===== src/rtl/pipeline_wall.sv =====
// pipeline_wall: DEPTH-stage valid/ready register wall with bubble collapse, flush and optional
// even parity (define PIPELINE_WALL_PARITY_EN). Empty-pipe latency DEPTH cycles; stalls fill bubbles before dropping in_ready.
module pipeline_wall #(
  parameter int WIDTH = 75,
  parameter int DEPTH = 3,
  localparam int OCCW = $clog2(DEPTH + 1)
) (
  input  logic             clk,
  input  logic             reset,
  input  logic             flush,
  input  logic             in_valid,
  input  logic [WIDTH-1:0] in_data,
  output logic             in_ready,
  output logic             out_valid,
  output logic [WIDTH-1:0] out_data,
  input  logic             out_ready,
  output logic [OCCW-1:0]  occupancy,
  output logic             parity_err
);

  logic [DEPTH-1:0] vld;
  logic [DEPTH-1:0] adv;
  logic [DEPTH-1:0] load;
  logic [WIDTH-1:0] dat [DEPTH];
  logic             full_dn;

  // A stage moves on unless every stage below it is full and the output is stalled.
  // Computed per stage from the valid bits directly, so there is no ripple through adv.
  always_comb begin
    full_dn = 1'b1;
    adv     = '0;
    for (int i = 0; i < DEPTH; i++) begin
      full_dn = 1'b1;
      for (int j = i + 1; j < DEPTH; j++) begin
        full_dn = full_dn & vld[j];
      end
      adv[i] = vld[i] & (~full_dn | out_ready);
    end
  end

  assign in_ready = ~flush & (~vld[0] | adv[0]);

  always_comb begin
    load    = '0;
    load[0] = in_valid & in_ready;
    for (int i = 1; i < DEPTH; i++) begin
      load[i] = adv[i-1];
    end
  end

  always_comb begin
    occupancy = '0;
    for (int i = 0; i < DEPTH; i++) begin
      occupancy = occupancy + OCCW'(vld[i]);
    end
  end

`ifdef PIPELINE_WALL_PARITY_EN
  logic [DEPTH-1:0] par;
`endif

  always_ff @(posedge clk) begin
    if (!reset) begin
      vld <= '0;
      for (int i = 0; i < DEPTH; i++) begin
        dat[i] <= '0;
      end
`ifdef PIPELINE_WALL_PARITY_EN
      par <= '0;
`endif
    end else begin
      for (int i = 0; i < DEPTH; i++) begin
        if (flush) vld[i] <= 1'b0;
        else       vld[i] <= load[i] | (vld[i] & ~adv[i]);
      end
      // Data moves with the token even during flush; empty-stage contents are don't-care.
      if (load[0]) dat[0] <= in_data;
      for (int i = 1; i < DEPTH; i++) begin
        if (load[i]) dat[i] <= dat[i-1];
      end
`ifdef PIPELINE_WALL_PARITY_EN
      if (load[0]) par[0] <= ^in_data;
      for (int i = 1; i < DEPTH; i++) begin
        if (load[i]) par[i] <= par[i-1];
      end
`endif
    end
  end

  assign out_valid = vld[DEPTH-1];
  assign out_data  = dat[DEPTH-1];

`ifdef PIPELINE_WALL_PARITY_EN
  assign parity_err = out_valid & ((^out_data) != par[DEPTH-1]);
`else
  assign parity_err = 1'b0;
`endif

endmodule

===== config.mk =====
export PLATFORM = sky130hd
export DESIGN_NAME = pipeline_wall
export DESIGN_NICKNAME = d
export VERILOG_FILES = /design/src/rtl/pipeline_wall.sv
export SDC_FILE = /design/constraint.sdc
export NUM_CORES = 1
export LEC_CHECK = 0
export CAP_MARGIN = 15
export CORE_UTILIZATION = 57
export CTS_CLUSTER_SIZE = 40
export DETAILED_ROUTE_END_ITERATION = 10
export PLACE_DENSITY = 0.9
export SLEW_MARGIN = 5
export SYNTH_ARGS = -nofsm -noshare
export SYNTH_HDL_FRONTEND = slang
export SYNTH_SLANG_ARGS = --single-unit

===== constraint.sdc =====
create_clock -name clk -period 13.7 [get_ports clk]
set_clock_uncertainty 0.1 [all_clocks]
set_input_delay 2.74 -clock clk [delete_from_list [all_inputs] [get_ports clk]]
set_output_delay 2.74 -clock clk [all_outputs]
set_load 0.05 [all_outputs]

==> metrics <==
status=completed; row cnt=46; Final period util=53.8%; cts bufs inserted=22; flops & latches, synth=228; critical path class=input pin to output pin; RD Place Congestion=0.818; layout cell share with drive strength beyond 1=6.38%; Final WS setup=6.33 ns; # diodes=0; PwrDens=141 nW/µm²; crit path launch type=input pin; fin crit period=7.37 ns; VDD IR max=0.0896 mV; total gr overflow=0; worst-margin pin slew=1.08 ns; Sink Count=228; most used cell, CP=clkdlybuf4s50_1; syn_area_per_cell=15.5 µm²; TNS Setup=0 ns; layout overhead on the synthesized area=18.0%; largest net degree at the start of global routing=125; Achievable Freq=0.136 GHz; Rel. slew slack=27.8%; WP data arrival=4.53 ns; CTS tree=built; Top Ports=160; final hold violations=0; max-slew violation count=0; Fill cells=1057; nets@finish=741; Yosys warnings=0; CP Buf/Inv Count=2; wire per inst=16.3 µm; GRT Util Overall=17.0%; crit-path cells=clkdlybuf4s50_1 -> and4b_1 -> nor2_1 -> clkdlybuf4s50_1; latest clock arrival within the worst-skew pair=0.49 ns; min-delay worst type=register to register; first-pass GRT wire length=21.9 mm; Final ANT Viol Nets=0; vias in the first global route=4298; clk slew on worst S/H paths=0.06 ns; Critical Path RT=10.86 ns; root buffer cell=clkbuf_16; Detailed Routing Iterations Pass 1=5; Leak=4.74 nW; non-filler cells, final=890; number of setup buffers added after CTS=0; hold path startpoint=dat[0][59]; Yosys cell types=22; DR iter-0 viols=364; core area=15900 µm²; RSZ-0062 raised after global routing=false; H-Tree Depth=1; Finish-stage setup viols=0; Total Routed Length=14.5 mm; Largest delay share family, worst path=buffers and inverters; Die ar.=16800 µm²; dpl cells=852; CTS Hold Bufs=0; slowest stage delay, CP=0.85 ns; launch point of the worst path=out_ready; via count=4653; critical path peak fanout=3; total of max-cap violations=0; die height=130 µm; die width=130 µm; nature of the critical path endpoint=output pin; initial antenna violation count=0; Bufs on Longest Clock Path=3; Via density=5.23; register area share after synthesis=73.3%; most frequent cells in the layout=and3_1 (225), edfxtp_1 (225), clkdlybuf4s50_1 (157); Mapped Area=9300 µm²; starting density of the core=58.5%; FF-to-FF Start=vld[0]; Resized Gates After CTS=0; CP max stage cell=clkdlybuf4s50_1; dpl ws=6.35 ns; IO buf count=158; DRC errors left=0; Cells after Synth=599; syn nets=680
Yosys cell counts:
cell type | number | area [µm²]
and3_1 | 225 | 1410
edfxtp_1 | 225 | 6760
buf_4 | 76 | 571
clkbuf_1 | 32 | 120
buf_8 | 10 | 150
buf_6 | 6 | 67.6
nor2_1 | 5 | 18.8
dfxtp_1 | 3 | 60.1
inv_1 | 2 | 7.51
nand2_1 | 2 | 7.51
nand2b_1 | 2 | 12.5
a21bo_2 | 1 | 10.0
a21oi_1 | 1 | 5.00
and4b_1 | 1 | 10.0
buf_12 | 1 | 20.0
conb_1 | 1 | 3.75
fa_1 | 1 | 20.0
nand3b_1 | 1 | 7.51
nor2b_1 | 1 | 6.26
o211ai_4 | 1 | 21.3
o21ai_0 | 1 | 5.00
or3b_4 | 1 | 11.3
report_power, final:
group          leakage [nW]  total (mW)  switching [mW]  internal [mW]
sequential             2.39       0.824         0.00972          0.814
clock                 0.351       0.581           0.240          0.341
combinational          2.00       0.146          0.0930         0.0528
total                  4.74        1.55           0.343           1.21
cell type report:
class,count,area (µm²),share of cell area [%]
Multi-Input combinational cell,244,1570,14.3
Tap cell,216,270,2.46
Clock inverter,15,123,1.12
Sequential cell,228,6820,62.1
Clock buffer,23,576,5.25
Timing Repair Buffer,162,1610,14.7
Inverter,2,7.51,0.0684
sequential cells by signal (all words and copies together) (netlist names):
signal,count
dat,225
vld,3
routing by layer:
| layer | vias up | GRT usage [%] | wire [µm] |
|---|---|---|---|
| li1 | 2281 | - | - |
| met1 | 2183 | 19.7 | 5410 |
| met2 | 148 | 30.8 | 7880 |
| met3 | 41 | 2.83 | 616 |
| met4 | 0 | 8.21 | 578 |
| met5 | - | 0 | 0 |
path summary, 6_finish.rpt:
path / cells past startpoint / end / slack, ns
max: 4 / in_ready / 6.33
min: 1 / dat[0][134] / 0.44
max reg2reg: 5 / dat[0][3] / 10.80
min reg2reg: 1 / dat[0][134] / 0.44
through the flow:
| step | total power, mW | utilization (%) | hold slack [ns] | instance area, µm² |
|---|---|---|---|---|
| 3_3_place_gp | 0.979 | 64.7 | 0.404 | 10300 |
| 5_1_grt | 1.60 | 69.1 | 0.462 | 11000 |
| 6_report | 1.55 | 69.1 | 0.445 | 11000 |
| 2_1_floorplan | 0.954 | - | 0.392 | 9300 |
| 3_5_place_dp | 0.986 | 64.7 | 0.436 | 10300 |
| 4_1_cts | 1.56 | 69.1 | 0.439 | 11000 |
cells by family (layout without fill, tap and decap cells):
group                    after synthesis  after routing  synth area share, %
AO/OA/AOI/OAI                          4              4                0.444
AND/OR/NAND/NOR                      238            238                 15.9
flip-flops                           228            228                 73.3
buffers and inverters                127            202                 10.1
adder cells (fa/ha/maj)                1              1                0.215
other                                  1              1               0.0403
Note: power is estimated with default switching activity, not from simulation.
